--- src/rtl/pte_mem_port_pkg.sv ---
// -----------------------------------------------------------------------------
// pte_mem_port_pkg
//   Shared definitions for the page-table-walker memory port: bus widths,
//   FSM state encoding, timeout default, last-PTE cache defaults and a
//   word-alignment helper used wherever a PTE address is captured.
// -----------------------------------------------------------------------------
package pte_mem_port_pkg;

  localparam int unsigned PTE_AW = 32;
  localparam int unsigned PTE_DW = 32;

  // Cycles spent waiting for a DRAM response before the transaction aborts.
  localparam int unsigned PTE_TIMEOUT_DEFAULT = 1023;

  // Last-read PTE cache enabled by default.
  localparam bit PTE_CACHE_EN_DEFAULT = 1'b1;

  typedef enum logic [2:0] {
    ST_IDLE    = 3'd0,
    ST_WR_REQ  = 3'd1,
    ST_WR_WAIT = 3'd2,
    ST_RD_REQ  = 3'd3,
    ST_RD_WAIT = 3'd4,
    ST_DONE    = 3'd5
  } pte_state_e;

  // PTEs are 4-byte aligned; the low two address bits carry no meaning.
  function automatic logic [PTE_AW-1:0] pte_word_align(input logic [PTE_AW-1:0] addr);
    return addr & {{(PTE_AW-2){1'b1}}, 2'b00};
  endfunction

endpackage

--- src/rtl/pte_last_cache.sv ---
// -----------------------------------------------------------------------------
// pte_last_cache
//   One-entry cache of the most recently fetched PTE.
//   Ports:
//     clk, rst_n          clock, asynchronous active-low reset
//     flush_i             invalidate the entry this cycle (also masks hit_o)
//     lookup_addr_i       word-aligned address to look up
//     hit_o, hit_data_o   lookup result and cached PTE
//     fill_i/_addr/_data  install a freshly read PTE
//     wt_i/_addr/_data    retired write; updates the entry if the address matches
// -----------------------------------------------------------------------------
module pte_last_cache
  import pte_mem_port_pkg::*;
#(
  parameter bit EN = PTE_CACHE_EN_DEFAULT
) (
  input  logic              clk,
  input  logic              rst_n,
  input  logic              flush_i,
  input  logic [PTE_AW-1:0] lookup_addr_i,
  output logic              hit_o,
  output logic [PTE_DW-1:0] hit_data_o,
  input  logic              fill_i,
  input  logic [PTE_AW-1:0] fill_addr_i,
  input  logic [PTE_DW-1:0] fill_data_i,
  input  logic              wt_i,
  input  logic [PTE_AW-1:0] wt_addr_i,
  input  logic [PTE_DW-1:0] wt_data_i
);

  logic              valid_q, valid_d;
  logic [PTE_AW-1:0] addr_q,  addr_d;
  logic [PTE_DW-1:0] data_q,  data_d;

  always_comb begin
    // NOTE: every always_comb output gets a default first so no path can infer a latch.
    valid_d = valid_q;
    addr_d  = addr_q;
    data_d  = data_q;
    if (fill_i) begin
      valid_d = 1'b1;
      addr_d  = fill_addr_i;
      data_d  = fill_data_i;
    end else if (wt_i && valid_q && (addr_q == wt_addr_i)) begin
      data_d = wt_data_i;
    end
    // Flush wins over a same-cycle fill or write-through.
    if (flush_i || !EN) begin
      valid_d = 1'b0;
    end
  end

  always_ff @(posedge clk or negedge rst_n) begin
    // NOTE: sequential state is updated with non-blocking assignments only.
    if (!rst_n) begin
      valid_q <= 1'b0;
    end else begin
      valid_q <= valid_d;
    end
  end

  // NOTE: the payload is storage, not control; valid_q alone gates its use, so it needs no reset.
  always_ff @(posedge clk) begin
    addr_q <= addr_d;
    data_q <= data_d;
  end

  // A same-cycle flush must not let a stale entry satisfy a lookup.
  assign hit_o      = EN && valid_q && !flush_i && (addr_q == lookup_addr_i);
  assign hit_data_o = data_q;

endmodule

--- src/rtl/pte_mem_port.sv ---
// -----------------------------------------------------------------------------
// pte_mem_port
//   Memory-side port of the page-table walker. Captures one-shot PTE reads
//   and A/D writebacks, serialises them onto the DRAM request channel (writes
//   first) and returns read data with a done pulse. A one-entry last-PTE cache
//   lets repeated walks of the same entry skip DRAM.
//   Ports:
//     CLK, RST_X                 clock, asynchronous active-low reset
//     i_rd_req/i_rd_addr         PTE read request pulse and address
//     i_wr_req/i_wr_addr/i_wr_data  writeback request pulse, address, data
//     i_flush                    invalidate the PTE cache
//     o_busy                     FSM active, write buffered or read pending
//     o_rd_done/o_rdata          read completion pulse and held read data
//     o_err                      timeout abort pulse
//     o_mem_req/we/addr/wdata    DRAM request channel (held until i_mem_gnt)
//     i_mem_gnt/rvalid/rdata/wack  DRAM responses
// -----------------------------------------------------------------------------
module pte_mem_port
  import pte_mem_port_pkg::*;
#(
  parameter int unsigned TIMEOUT_CYCLES = PTE_TIMEOUT_DEFAULT,
  parameter bit          PTE_CACHE_EN   = PTE_CACHE_EN_DEFAULT
) (
  input  logic              CLK,
  input  logic              RST_X,
  input  logic              i_rd_req,
  input  logic [PTE_AW-1:0] i_rd_addr,
  input  logic              i_wr_req,
  input  logic [PTE_AW-1:0] i_wr_addr,
  input  logic [PTE_DW-1:0] i_wr_data,
  input  logic              i_flush,
  output logic              o_busy,
  output logic              o_rd_done,
  output logic [PTE_DW-1:0] o_rdata,
  output logic              o_err,
  output logic              o_mem_req,
  output logic              o_mem_we,
  output logic [PTE_AW-1:0] o_mem_addr,
  output logic [PTE_DW-1:0] o_mem_wdata,
  input  logic              i_mem_gnt,
  input  logic              i_mem_rvalid,
  input  logic [PTE_DW-1:0] i_mem_rdata,
  input  logic              i_mem_wack
);

  localparam int unsigned CNT_W = $clog2(TIMEOUT_CYCLES + 1);
  localparam logic [CNT_W-1:0] CNT_LAST = CNT_W'(TIMEOUT_CYCLES - 1);

  pte_state_e        state_q, state_d;
  logic              wb_valid_q, wb_valid_d;
  logic [PTE_AW-1:0] wb_addr_q,  wb_addr_d;
  logic [PTE_DW-1:0] wb_data_q,  wb_data_d;
  logic              rd_pend_q,  rd_pend_d;
  logic [PTE_AW-1:0] rd_addr_q,  rd_addr_d;
  logic [PTE_DW-1:0] rdata_q,    rdata_d;
  logic              rd_done_q,  rd_done_d;
  logic              err_q,      err_d;
  logic [CNT_W-1:0]  cnt_q,      cnt_d;
  // Set when a flush lands while a DRAM read is outstanding: its data is
  // still returned but must not repopulate the cache.
  logic              no_fill_q,  no_fill_d;

  logic              cache_hit;
  logic [PTE_DW-1:0] cache_data;
  logic              cache_fill;
  logic              cache_wt;

  pte_last_cache #(
    .EN (PTE_CACHE_EN)
  ) u_cache (
    .clk           (CLK),
    .rst_n         (RST_X),
    .flush_i       (i_flush),
    .lookup_addr_i (rd_addr_q),
    .hit_o         (cache_hit),
    .hit_data_o    (cache_data),
    .fill_i        (cache_fill),
    .fill_addr_i   (rd_addr_q),
    .fill_data_i   (i_mem_rdata),
    .wt_i          (cache_wt),
    .wt_addr_i     (wb_addr_q),
    .wt_data_i     (wb_data_q)
  );

  always_comb begin
    state_d     = state_q;
    wb_valid_d  = wb_valid_q;
    wb_addr_d   = wb_addr_q;
    wb_data_d   = wb_data_q;
    rd_pend_d   = rd_pend_q;
    rd_addr_d   = rd_addr_q;
    rdata_d     = rdata_q;
    rd_done_d   = 1'b0;
    err_d       = 1'b0;
    cnt_d       = cnt_q;
    no_fill_d   = no_fill_q;
    cache_fill  = 1'b0;
    cache_wt    = 1'b0;
    o_mem_req   = 1'b0;
    o_mem_we    = 1'b0;
    o_mem_addr  = '0;
    o_mem_wdata = '0;

    // Capture runs in every state. A request arriving while its slot is
    // already occupied is dropped; the slot is never cleared in that same
    // cycle's capture path, so the two updates cannot collide.
    if (i_wr_req && !wb_valid_q) begin
      wb_valid_d = 1'b1;
      wb_addr_d  = pte_word_align(i_wr_addr);
      wb_data_d  = i_wr_data;
    end
    if (i_rd_req && !rd_pend_q) begin
      rd_pend_d = 1'b1;
      rd_addr_d = pte_word_align(i_rd_addr);
    end

    if (i_flush && ((state_q == ST_RD_REQ) || (state_q == ST_RD_WAIT))) begin
      no_fill_d = 1'b1;
    end

    unique case (state_q)
      ST_IDLE: begin
        no_fill_d = 1'b0;
        // Writes drain first so a later read observes the update.
        if (wb_valid_q) begin
          state_d = ST_WR_REQ;
        end else if (rd_pend_q && cache_hit) begin
          rdata_d   = cache_data;
          rd_done_d = 1'b1;
          rd_pend_d = 1'b0;
        end else if (rd_pend_q) begin
          state_d = ST_RD_REQ;
        end
      end

      ST_WR_REQ: begin
        o_mem_req   = 1'b1;
        o_mem_we    = 1'b1;
        o_mem_addr  = wb_addr_q;
        o_mem_wdata = wb_data_q;
        if (i_mem_gnt) begin
          state_d = ST_WR_WAIT;
          cnt_d   = '0;
        end
      end

      ST_WR_WAIT: begin
        if (i_mem_wack) begin
          wb_valid_d = 1'b0;
          cache_wt   = 1'b1;
          state_d    = ST_IDLE;
        end else if (cnt_q == CNT_LAST) begin
          wb_valid_d = 1'b0;
          err_d      = 1'b1;
          state_d    = ST_IDLE;
        end else begin
          cnt_d = cnt_q + CNT_W'(1);
        end
      end

      ST_RD_REQ: begin
        o_mem_req  = 1'b1;
        o_mem_addr = rd_addr_q;
        if (i_mem_gnt) begin
          state_d = ST_RD_WAIT;
          cnt_d   = '0;
        end
      end

      ST_RD_WAIT: begin
        if (i_mem_rvalid) begin
          rdata_d    = i_mem_rdata;
          cache_fill = !no_fill_q && !i_flush;
          rd_pend_d  = 1'b0;
          rd_done_d  = 1'b1;
          state_d    = ST_DONE;
        end else if (cnt_q == CNT_LAST) begin
          rdata_d   = '0;
          rd_pend_d = 1'b0;
          rd_done_d = 1'b1;
          err_d     = 1'b1;
          state_d   = ST_DONE;
        end else begin
          cnt_d = cnt_q + CNT_W'(1);
        end
      end

      ST_DONE: begin
        // o_rd_done (and o_err on abort) are high for this single cycle.
        state_d = ST_IDLE;
      end

      default: begin
        state_d = ST_IDLE;
      end
    endcase
  end

  always_ff @(posedge CLK or negedge RST_X) begin
    if (!RST_X) begin
      state_q    <= ST_IDLE;
      wb_valid_q <= 1'b0;
      wb_addr_q  <= '0;
      wb_data_q  <= '0;
      rd_pend_q  <= 1'b0;
      rd_addr_q  <= '0;
      rdata_q    <= '0;
      rd_done_q  <= 1'b0;
      err_q      <= 1'b0;
      cnt_q      <= '0;
      no_fill_q  <= 1'b0;
    end else begin
      state_q    <= state_d;
      wb_valid_q <= wb_valid_d;
      wb_addr_q  <= wb_addr_d;
      wb_data_q  <= wb_data_d;
      rd_pend_q  <= rd_pend_d;
      rd_addr_q  <= rd_addr_d;
      rdata_q    <= rdata_d;
      rd_done_q  <= rd_done_d;
      err_q      <= err_d;
      cnt_q      <= cnt_d;
      no_fill_q  <= no_fill_d;
    end
  end

  assign o_busy    = (state_q != ST_IDLE) || wb_valid_q || rd_pend_q;
  assign o_rd_done = rd_done_q;
  assign o_rdata   = rdata_q;
  assign o_err     = err_q;

  // Requesters must wait for completion before issuing another request of
  // the same kind; overlapping requests are dropped above.
  a_no_rd_overlap: assert property (@(posedge CLK) disable iff (!RST_X)
    !(i_rd_req && rd_pend_q));
  a_no_wr_overlap: assert property (@(posedge CLK) disable iff (!RST_X)
    !(i_wr_req && wb_valid_q));

endmodule

--- config.mk ---
export PLATFORM = sky130hd
export DESIGN_NAME = pte_mem_port
export DESIGN_NICKNAME = d
export VERILOG_FILES = /design/src/rtl/pte_mem_port_pkg.sv /design/src/rtl/pte_last_cache.sv /design/src/rtl/pte_mem_port.sv
export SDC_FILE = /design/constraint.sdc
export NUM_CORES = 1
export LEC_CHECK = 0
export ABC_AREA = 1
export CORE_MARGIN = 1.5
export CORE_UTILIZATION = 66
export CTS_BUF_LIST = sky130_fd_sc_hd__clkbuf_4
export CTS_CLUSTER_DIAMETER = 30
export DETAILED_ROUTE_END_ITERATION = 6
export DONT_BUFFER_PORTS = 1
export PLACE_DENSITY = 0.86
export SLEW_MARGIN = 20
export SYNTH_ARGS = -nofsm -noshare
export SYNTH_HDL_FRONTEND = slang
export SYNTH_SLANG_ARGS = --single-unit
--- constraint.sdc ---
create_clock -name CLK -period 3.55 [get_ports CLK]
set_input_delay 0.1775 -clock CLK [delete_from_list [all_inputs] [get_ports CLK]]
set_output_delay 0.1775 -clock CLK [all_outputs]
set_load 0.02 [all_outputs]
Word-level counts from Yosys, hierarchy flattened
Cells that the tools add are included.
Operators by class
  add/subtract/negate cells: 1
  eq/ne operators: 18
  muxes and demuxes: 52
  reduce and logical (&&, ||, !) cells: 27
Operators by type and width (number)
  $mux 32: 7
  $pmux 32 s2: 2
  $eq 30x30->1: 2
  $mux 10: 4
  $pmux 10 s3: 1
  $mux 3: 9
  $mux 1: 25
  $pmux 3 s5: 1
  $ne 2x2->1 const B: 6
  $add 10x1->10 const B: 1
  $eq 10x10->1 const B: 1
  $logic_and 1x1->1: 9
  $ne 3x3->1 const B: 3
  $reduce_and 4->1: 2
  $reduce_bool 2->1: 4
  $eq 3x2->1 const B: 2
  $pmux 1 s2: 3
  $reduce_and 6->1: 1
  $reduce_bool 3->1: 2
  $logic_not 1->1: 4
  $eq 3x1->1 const B: 1
  $eq 3x3->1 const B: 1
  $logic_not 3->1: 1
  $logic_or 1x1->1: 3
  3 further kinds: 3
Word-level totals
  register bits after elaboration: 205
  bits of input ports: 136
  output and inout port bits: 101
  word-level logic and storage cells: 112

Depth between registers and ports, before layout
Gate-level depths: netlist of the first run.
  word-level depth: 7
  gate-level depth with buffers: 13
  depth with buffers taken out: 12

Hierarchy
A second synthesis of the first run with hierarchy kept.
Unflattened totals
  cell total of the unflattened synthesis: 1138
  area, all modules: 10097.2 µm²
Modules (own cells, without submodules)
  pte_mem_port: times used 1, cells an instance 748, area an instance 6740.2 µm², sequential area each 3553.4 µm²
  pte_last_cache: times used 1, cells an instance 390, area an instance 3357.0 µm², sequential area each 1946.9 µm²

Worst setup path after synthesis of the first run
No wires, ideal clock.
  path type: reg2reg
  start: reg state_q[1]
  end: reg u_cache.data_q[0] (netlist: u_cache.hit_data_o[0]), enable pin
  setup time: 0.389 ns
  data arrival time: 2.264 ns
  required time: 3.161 ns
  slack: 0.896 ns
  cell stages (with the launch flop): 10
  buffers on the path: 2
  clock period less this slack: 2.654 ns
  cell sequence: dfrtp_1 > inv_2 > nand2_1 > nor2_1 > nand2_1 > nor3_2 > buf_2 > buf_4 > inv_2 > nand2_1
Between the ends
  elaborated cells on any way between the ends: 7
  classes of those cells: eq/ne: 2; mux: 2; reduce/logical: 3
RTL lines
  start, declared: RTL line pte_mem_port.sv:49  | pte_state_e state_q, state_d;
  start signal, assigned: RTL line pte_mem_port.sv:213  | state_q <= state_d;
  $eq 3x3->1: RTL line pte_mem_port.sv:121  | unique case (state_q)
  $mux 1: RTL line pte_mem_port.sv:121
  via cache_fill: RTL line pte_mem_port.sv:65  | logic cache_fill;
  $reduce_bool 2->1 (no line)
  end signal, assigned: RTL line pte_last_cache.sv:65  | data_q <= data_d;
  end, declared: RTL line pte_last_cache.sv:33  | logic [PTE_DW-1:0] data_q, data_d;
The timed path passes the listed nets, and every way through them passes these cells.
A chain may end at the register's enable or synchronous reset.

Final worst setup path of the first run
  start: reg state_q[2]
  end: out o_mem_addr[4]
Between the ends
  longest elaborated chain between the ends: 2
  elaborated cells on any way between the ends: 3
  classes of those cells: eq/ne: 2; mux: 1
Ends and longest elaborated chain
  $eq 3x2->1 or $eq 3x1->1 (tied branches): RTL line pte_mem_port.sv:121
  $pmux 32 s2 (*): RTL line pte_mem_port.sv:121
  end, declared: RTL line pte_mem_port.sv:38  | output logic [PTE_AW-1:0] o_mem_addr,
Every way passes the cells marked *; elsewhere a longest branch is shown, timed or not.

==> metrics, run 1 <==
Reg clk slew, reported paths=0.07 ns; clock latency on the worst-skew pair=0.68 ns; VDD IR max=0.591 mV; routability congestion estimate=0.864; R2R depth=9; fin nets=1452; vias per inst=5.99; DP Wirelength=15700 um; CTS tree=yes; WHS Path Cells=3; core area=14500 um^2; Initial DRC Count=1135; Area contributors post-synth=dfrtp_1 37%, edfxtp_1 19%, nand2_1 12%, nor2_1 5.4%, inv_1 5.0%; first-pass GRT wire length=48000 um; Max Root-Sink Buffers=3; Max Cap Viol=0; Startpoint Class=flip-flop; Final setup violation count=0; HP Class=in -> reg; top-area cell type share of the netlist area=36.7%; die area=15500 um^2; GRT Overall Usage=39.3%; IO buf count=0; Congestion Overflow GR=0; status=finished clean; initial core utilization=67.4%; H-tree levels=2; clk sink count=205; mean post-synth cell area=8.39 um^2; critical-path cell list=nor2_2, inv_2, nor2_2, inv_2, o21ai_0; DRC viols=0; top post-synthesis cells by count=313 x nand2_1, 143 x dfrtp_1, 141 x nor2_1; CTS root buf=clkbuf_4; Synth async-reset ratio=69.8%; Post-Syn Area=9760 um^2; R2R Setup Slk=0.92 ns; R2R Path Start=state_q[1]; Syn. warnings=0; largest net degree at the start of global routing=144; critical path fanouts, max=27; clk_skew=0.0713 ns; Worst Path Class, Setup=reg -> out; layout cells sized above 1=10.2%; Post-CTS Resized=0; Top Ports=237; Routed WL=30600 um; number of antenna violations at the first check in global routing=1; Vias=9235; count leader, synth=nand2_1; ANT nets after route=0; FF-to-FF End=u_cache.hit_data_o[15]; Power Dens Cells=816 nW/um^2; Fmax=319 MHz; Crit path largest cell delay=0.76 ns; final setup TNS=0 ns; final worst-path cycle share=88.4%; highest-delay cell along the critical path=o21ai_0; hold path startpoint=i_wr_req; EDFF count, synth=62; FF+latch count, synth=205; area grow syn2layout=22.6%; pins over their slew limit=0; Die X=125 um; Slew HR=24.6%; Worst Max-Slew Pin Slew=1.13 ns; CP arrival=2.96 ns; DR pass1 iterations=5; Post-Syn Instances=1164; WHS Endpoint=wb_data_q[26]; vias in the first global route=9356; Seq/Total Area, Yosys=55.7%; Critical Path End Type=primary output; fin crit period=3.14 ns; library cells used by synthesis=31; leading area contributor after synthesis=dfrtp_1; leak pwr=5.73 nW; worst path required time=3.37 ns; die extent in y=125 um; CTS Buf Count=51; unrepaired setup endpoints after global routing=no; ys flop type=dfrtp_1; final core utilization=82.7%; num rows=44; Avg WL per Cell=19.8 um; Fin. Hold Viols=0
==> metrics by stage <==
stage / power [mW] / std cells / worst slack (ns) / hold WS (ns) / cell area, um^2
after floorplan: 6.36 / 1165 / 0.896 / -0.118 / 9770
after global placement: 7.03 / 1309 / 1.20 / -0.112 / 9880
after detailed placement: 7.19 / 1309 / 1.14 / -0.114 / 9880
after CTS: 9.43 / 1540 / 0.429 / 0.156 / 12000
after global routing: 10.2 / 1541 / 0.298 / 0.144 / 12000
final: 9.77 / 1542 / 0.411 / 0.138 / 12000
==> power breakdown <==
group / leakage, nW / internal (mW) / total (mW) / switching [mW]
Sequential: 2.22 / 3.25 / 3.98 / 0.726
Clock: 0.412 / 1.10 / 2.11 / 1.01
Combinational: 3.10 / 1.07 / 3.68 / 2.61
Total: 5.73 / 5.42 / 9.77 / 4.35
==> routing by layer <==
| layer | GRT usage [%] | part of all wire [%] | up-vias |
|---|---|---|---|
| met5 | 0 | 0 | - |
| met4 | 21.6 | 4.9 | 0 |
| met3 | 9.49 | 10 | 138 |
| met2 | 66.7 | 51 | 731 |
| met1 | 46.1 | 34 | 4309 |
| li1 | - | - | 4057 |
==> placed cells by master, fill, tap and decap left out <==
| master | netlist | routed |
|---|---|---|
| nand2_1 | 313 | 310 |
| dfrtp_1 | 143 | 143 |
| nor2_1 | 141 | 141 |
| dlygate4sd3_1 | 0 | 134 |
| inv_1 | 131 | 131 |
| a21oi_1 | 80 | 80 |
| clkbuf_4 | 0 | 80 |
| edfxtp_1 | 62 | 62 |
| o21ai_0 | 61 | 61 |
| nand3_1 | 46 | 46 |
| o21ai_1 | 30 | 30 |
| o22ai_1 | 21 | 21 |
| mux2_2 | 17 | 17 |
| buf_4 | 5 | 15 |
| nand4_1 | 12 | 12 |
| xor2_1 | 12 | 12 |
| clkinv_1 | 0 | 11 |
| xnor2_1 | 9 | 9 |
| inv_2 | 7 | 8 |
| nor3_1 | 6 | 6 |
| nor2_2 | 5 | 5 |
| nand2_2 | 1 | 3 |
| diode_2 | 0 | 2 |
| a22o_1 | 2 | 2 |
| ha_1 | 2 | 2 |
| conb_1 | 1 | 2 |
| clkinv_2 | 0 | 2 |
| buf_12 | 0 | 2 |
| nor3_4 | 0 | 1 |
| nor3_2 | 2 | 1 |
| nand2_4 | 1 | 1 |
| a211oi_1 | 1 | 1 |
| o2111ai_1 | 1 | 1 |
| nand2_8 | 0 | 1 |
| o31ai_1 | 1 | 1 |
| bufinv_16 | 0 | 1 |
| buf_16 | 0 | 1 |
==> worst max-delay path, delay by kind of cell, from the launching register on <==
kind            cells  cell delay, ns
compound gates      1            0.76
buf+inv             2            0.44
flops               1            0.44
simple gates        2            0.67
==> timing repair <==
item	CTS	global route
hold endpoints to repair	338	0
setup buffers	0	0
hold buffers	136	0
endpoints found under the setup margin	0	0
==> how the worst max path moves through the flow <==
| stage | start | to |
|---|---|---|
| after floorplan | state_q[1] | u_cache.hit_data_o[0] |
| after global placement | state_q[2] | o_mem_addr[4] |
| after detailed placement | state_q[2] | o_mem_addr[4] |
| after CTS | state_q[2] | o_mem_addr[4] |
| after global routing | state_q[2] | o_mem_addr[4] |
| final | state_q[2] | o_mem_addr[4] |
==> sequential cells by signal (all words and copies together) (netlist names) <==
name and cells:
state_q 3, u_cache.addr_q 30, cnt_q 10, o_err 1, wb_data_q 32, wb_valid_q 1, u_cache.valid_q 1, rd_pend_q 1
o_rd_done 1, u_cache.hit_data_o 32, o_rdata 32, wb_addr_q 30, no_fill_q 1, rd_addr_q 30
==> logic make-up after synthesis <==
logic type / after synthesis / synth area share, %
multiplexers: 17 / 1.96
flip-flops: 205 / 55.7
AND/OR/NAND/NOR: 527 / 21.6
other: 1 / 0.0384
buffers and inverters: 194 / 8.00
adder cells (fa/ha/maj): 2 / 0.256
XOR/XNOR: 21 / 1.88
AO/OA/AOI/OAI: 197 / 10.5
==> area by class of cell <==
cell class / count / area (um^2)
clock inverters: 15 / 85.1
flip-flops and latches: 205 / 5440
multi-input cells: 766 / 3570
well taps: 184 / 230
fillers: 773 / 2510
clock buffers: 80 / 601
diodes: 2 / 5.00
inverters: 138 / 518
repair buffers: 152 / 1520
(Power assumes the default switching activity.)
==> inputs of run 2 (changes only) <==
==> constraint.sdc (replaced) <==
create_clock -name CLK -period 3.25 [get_ports CLK]
set_input_delay 0.1625 -clock CLK [delete_from_list [all_inputs] [get_ports CLK]]
set_output_delay 0.1625 -clock CLK [all_outputs]
set_load 0.02 [all_outputs]
==> run 2 against run 1 <==
Compared with the run above: final cell count up 2.7%; total power is 14% higher; clock power rose by 9%; flip-flop and latch count is the same; worst setup slack got worse by 0.18 ns; register-to-register slack worse by 0.27 ns; largest power group is now combinational cells; sequential share of layout area down 1.2 points.
==> metrics, run 2 (same netlist as run 1, synthesis figures left out) <==
status=finished clean; FF-to-FF End=u_cache.hit_data_o[15]; most frequent cells in the layout=310 x nand2_1, 143 x dfrtp_1, 141 x nor2_1, 133 x dlygate4sd3_1, 131 x inv_1; final setup TNS=0 ns; Slew HR=24.5%; area of placed instances=10200 um^2; number of antenna violations at the first check in global routing=2; num rows=44; Startpoint Class=flip-flop; R2R Path Start=state_q[1]; layout cells sized above 1=12.6%; final worst-path cycle share=92.8%; Vias=9584; critical-path cell list=nor2_4, inv_2, nor2_2, buf_4, inv_2, buf_4, nor2_1, buf_4; initial core utilization=67.4%; DRC viols=0; Crit path largest cell delay=0.47 ns; CP most frequent cell=buf_4; uppermost layer routed=met4; DR pass1 iterations=6; Critical Path End Type=primary output; Routed WL=31800 um; area grow syn2layout=25.8%; R2R depth=9; fin crit period=3.02 ns; Max Root-Sink Buffers=3; CP arrival=2.86 ns; die area=15500 um^2; DP Wirelength=16100 um; final non-filler cell area=12300 um^2; die extent in y=125 um; Die X=125 um; Worst Max-Slew Pin Slew=1.13 ns; worst path bufs/invs=5; IO buf count=0; met1 WL=10700 um; fin nets=1492; Fmax=331 MHz; largest net degree at the start of global routing=144; VDD IR max=0.715 mV; CTS root buf=clkbuf_4; delay-heaviest family, CP=buffers and inverters; Congestion Overflow GR=0; Initial DRC Count=1205; HP Class=in -> async; pins over their slew limit=0; CTS Buf Count=51; clk sink count=205; Final setup violation count=0; Max Cap Viol=0; core area=14500 um^2; routability congestion estimate=0.890; CTS tree=yes; Top Ports=237; clk_skew=0.0582 ns; Avg WL per Cell=20.1 um; Reg clk slew, reported paths=0.09 ns; highest-delay cell along the critical path=dfrtp_1; H-tree levels=2; unrepaired setup endpoints after global routing=no; Post-CTS Setup Inserts=0; vias in the first global route=9745; ANT nets after route=0; critical path fanouts, max=33; vias per inst=6.05; metal2 WL=15900 um; Fin. Hold Viols=0; WL met3=3410 um; clock latency on the worst-skew pair=0.67 ns; most common cell after layout, fill and taps aside=nand2_1; worst path required time=3.09 ns; R2R Setup Slk=0.65 ns; GRT Overall Usage=40.5%; first-pass GRT wire length=49900 um; leak pwr=5.93 nW; Worst Path Class, Setup=reg -> out; Power Dens Cells=907 nW/um^2
-- run 2: where the power goes --
| part | internal (mW) | leakage [nW] | switching [mW] |
|---|---|---|---|
| Clock | 1.19 | 0.404 | 1.10 |
| Combinational | 1.52 | 3.31 | 2.97 |
| Sequential | 3.55 | 2.22 | 0.809 |
| Total | 6.26 | 5.93 | 4.88 |
-- run 2: timing repair --
item / CTS / global route
gates resized for setup: 0 / 1
hold buffers: 135 / 0
hold endpoints to repair: 334 / 0
endpoints found under the setup margin: 0 / 4
-- run 2: worst reg2reg max path, cell delays in order (launching register included) --
cell and delay, ns:
dfrtp_1 0.44, inv_2 0.10, nand2_1 0.09, nor2_1 0.16
nand2_1 0.10, dlygate4sd3_1 0.60, nor3_4 0.20, inv_2 0.06
nand2_1 0.26, buf_12 0.25
-- run 2: cell type report --
type                    count  area (um^2)
diodes                      3         7.51
clock buffers              79          593
clock inverters            16         86.3
fillers                   743         2190
inverters                 138          518
multi-input cells         766         3580
flip-flops and latches    205         5440
well taps                 184          230
repair buffers            192         1830
-- run 2: per-stage QoR --
stage / instances / utilization [%] / hold slack [ns] / setup slack, ns / power, mW
3_3_place_gp: 1350 / 70.5 / -0.127 / 0.913 / 8.09
6_report: 1583 / 84.8 / 0.162 / 0.232 / 11.1
5_1_grt: 1582 / 84.8 / 0.180 / 0.0893 / 11.6
2_1_floorplan: 1165 / - / -0.133 / 0.596 / 6.95
3_5_place_dp: 1350 / 70.5 / -0.129 / 0.789 / 8.28
4_1_cts: 1580 / 84.7 / 0.158 / 0.0988 / 10.7
-- run 2: how the worst max path moves through the flow --
stage               start  slack, ns                     to  depth (start not counted)
5_1_grt        state_q[2]       0.09         o_mem_wdata[8]                          8
6_report       state_q[2]       0.23        o_mem_wdata[23]                          8
4_1_cts        state_q[2]        0.1         o_mem_wdata[8]                          8
3_5_place_dp   state_q[2]       0.79        o_mem_wdata[23]                          8
3_3_place_gp   state_q[2]       0.91        o_mem_wdata[10]                          8
2_1_floorplan  state_q[1]       0.60  u_cache.hit_data_o[0]                          9
-- run 2: layer usage --
layer  up-vias  global-route usage, %
met1      4475                   47.2
met4         0                   23.0
met2       792                   69.0
met3       171                   9.36
met5         -                      0
li1       4146                      -
==> inputs of run 3 (changes only) <==
--- a/config.mk
+++ b/config.mk
@@ -5,7 +5,6 @@
 export SDC_FILE = /design/constraint.sdc
 export NUM_CORES = 1
 export LEC_CHECK = 0
-export ABC_AREA = 1
 export CORE_MARGIN = 1.5
 export CORE_UTILIZATION = 66
 export CTS_BUF_LIST = sky130_fd_sc_hd__clkbuf_4
==> run 3 against run 2 <==
Compared with the run above: clock skew is 0.0015 ns higher; total power shrank 3.0%; non-clock buffer count decreased by 35; die area increased by 0.20%.
==> metrics, run 3 <==
status=finished clean; setup ws final=0.477 ns; Reg area=5440 um^2; final setup TNS=0 ns; DR pass1 iterations=5; Die X=125 um; leading area contributor after synthesis=dfrtp_1; first-pass GRT wire length=42500 um; R2R Setup Slk=0.65 ns; Startpoint Class=flip-flop; critical-path cell list=inv_1, nand2_1, nor2_2, buf_4, and2_1; Crit path largest cell delay=0.55 ns; CP arrival=2.61 ns; final worst-path cycle share=85.3%; vias per inst=6.02; HP Class=in -> reg; fin nets=1145; antenna cell count=0; top-area cell type share of the netlist area=36.6%; Vias=7395; worst path bufs/invs=2; Area contributors post-synth=dfrtp_1 37%, edfxtp_1 19%, mux2_2 10%, nand2_1 6.8%, mux2_4 4.3%; Top Ports=237; VDD IR max=0.684 mV; Seq/Total Area, Yosys=55.6%; uppermost layer routed=met4; clock latency on the worst-skew pair=0.67 ns; DP Wirelength=14400 um; fillers=688; unrepaired setup endpoints after global routing=no; clk_skew=0.0597 ns; Post-Syn Area=9780 um^2; library cells used by synthesis=49; Fin. Hold Viols=0; Max Cap Viol=0; delay-heaviest family, CP=simple AND/OR/NAND/NOR gates; area grow syn2layout=23.4%; Critical Path End Type=primary output; ys flop type=dfrtp_1; initial core utilization=67.6%; DRC viols=0; vias in the first global route=7864; Post-Syn Instances=842; die area=15600 um^2; Worst Max-Slew Pin Slew=0.786 ns; metal2 WL=13800 um; IO buf count=0; top post-synthesis cells by count=176 x nand2_1, 143 x dfrtp_1, 88 x mux2_2; Slew HR=47.4%; Routed WL=26800 um; WL met3=1960 um; FF+latch count, synth=205; critical path fanouts, max=22; die extent in y=125 um; Post-CTS Resized=0; GRT Overall Usage=34.7%; count leader, synth=nand2_1; leak pwr=5.16 nW; highest-delay cell along the critical path=nor2_2; Avg WL per Cell=21.9 um; area of the multi-input gates=4070 um^2; Power Dens Cells=895 nW/um^2; CTS root buf=clkbuf_4; Initial DRC Count=692; mean post-synth cell area=11.6 um^2; EDFF count, synth=62; Max Root-Sink Buffers=3; num rows=44; Reg clk slew, reported paths=0.07 ns; pins over their slew limit=0; met1 WL=9940 um; Worst Path Class, Setup=reg -> out; core area=14500 um^2; DP Worst Slack=0.620 ns; CTS tree=yes; largest net degree at the start of global routing=144; Fmax=361 MHz; H-tree levels=2; Syn. warnings=0; Final setup violation count=0; clk sink count=205; number of antenna violations at the first check in global routing=0; Congestion Overflow GR=0; most common cell after layout, fill and taps aside=nand2_1; worst path required time=3.09 ns; fin crit period=2.77 ns; CTS Buf Count=53; ANT nets after route=0; routability congestion estimate=0.850; layout cells sized above 1=22.1%; most frequent cells in the layout=175 x nand2_1, 145 x dlygate4sd3_1, 142 x dfrtp_1, 88 x mux2_2, 84 x clkbuf_4; Synth async-reset ratio=69.8%
## run 3: cell type report
cell class	count	share of cell area, %
clock inverters	8	0.321
well taps	184	1.91
flip-flops and latches	205	45.1
clock buffers	84	5.23
inverters	14	0.436
repair buffers	157	13.3
multi-input cells	576	33.8
## run 3: cells by family after synthesis
family,synth area share (%)
mux,18.4
fa+ha+maj,0.256
other cells,0.0383
flops,55.6
xor+xnor,5.28
simple gates,14.0
compound gates,3.29
buf+inv,3.12
## run 3: metrics by stage
step	util (%)	area, um^2	total power [mW]	hold slack, ns	std cells
CTS	83.3	12100	10.5	0.00810	1228
global route	83.3	12100	11.3	0.0282	1228
global placement	68.3	9890	7.80	-0.125	989
detailed placement	68.3	9890	8.01	-0.128	989
finish	83.3	12100	10.8	0.0521	1228
floorplan	-	9790	7.26	-0.133	843
## run 3: report_power, final
| group | internal (mW) | switching, mW |
|---|---|---|
| sequential | 3.62 | 1.15 |
| clock | 1.17 | 1.11 |
| combinational | 1.68 | 2.07 |
## run 3: worst register-to-register path: stages, from the launching register on
cell           delay (ns)
dfrtp_1              0.45
nor2b_2              0.65
nand2_1              0.15
dlygate4sd3_1        0.61
o21ai_0              0.10
dlygate4sd3_1        0.58
## run 3: worst paths after layout
path	cells after the start	start	endpoint
worst min register to register	1	cnt_q[6]	cnt_q[6]
worst min-delay path	2	i_rd_req	rd_addr_q[2]
worst max register to register	5	rd_pend_q	rd_addr_q[9]
min in group asynchronous	2	RST_X	rd_addr_q[13]
max in group asynchronous	2	RST_X	o_rdata[3]
worst max-delay path	5	state_q[2]	o_mem_wdata[2]
## run 3: timing repair
action	CTS	global route
hold endpoints to repair	316	0
hold buffers	147	0
setup buffers	0	0
endpoints found under the setup margin	0	0
## run 3: per-layer routing
| metal | up-vias | track usage [%] |
|---|---|---|
| met2 | 429 | 60.5 |
| met5 | - | 0 |
| met3 | 101 | 7.65 |
| met4 | 0 | 16.6 |
| met1 | 3638 | 40.8 |
| li1 | 3227 | - |
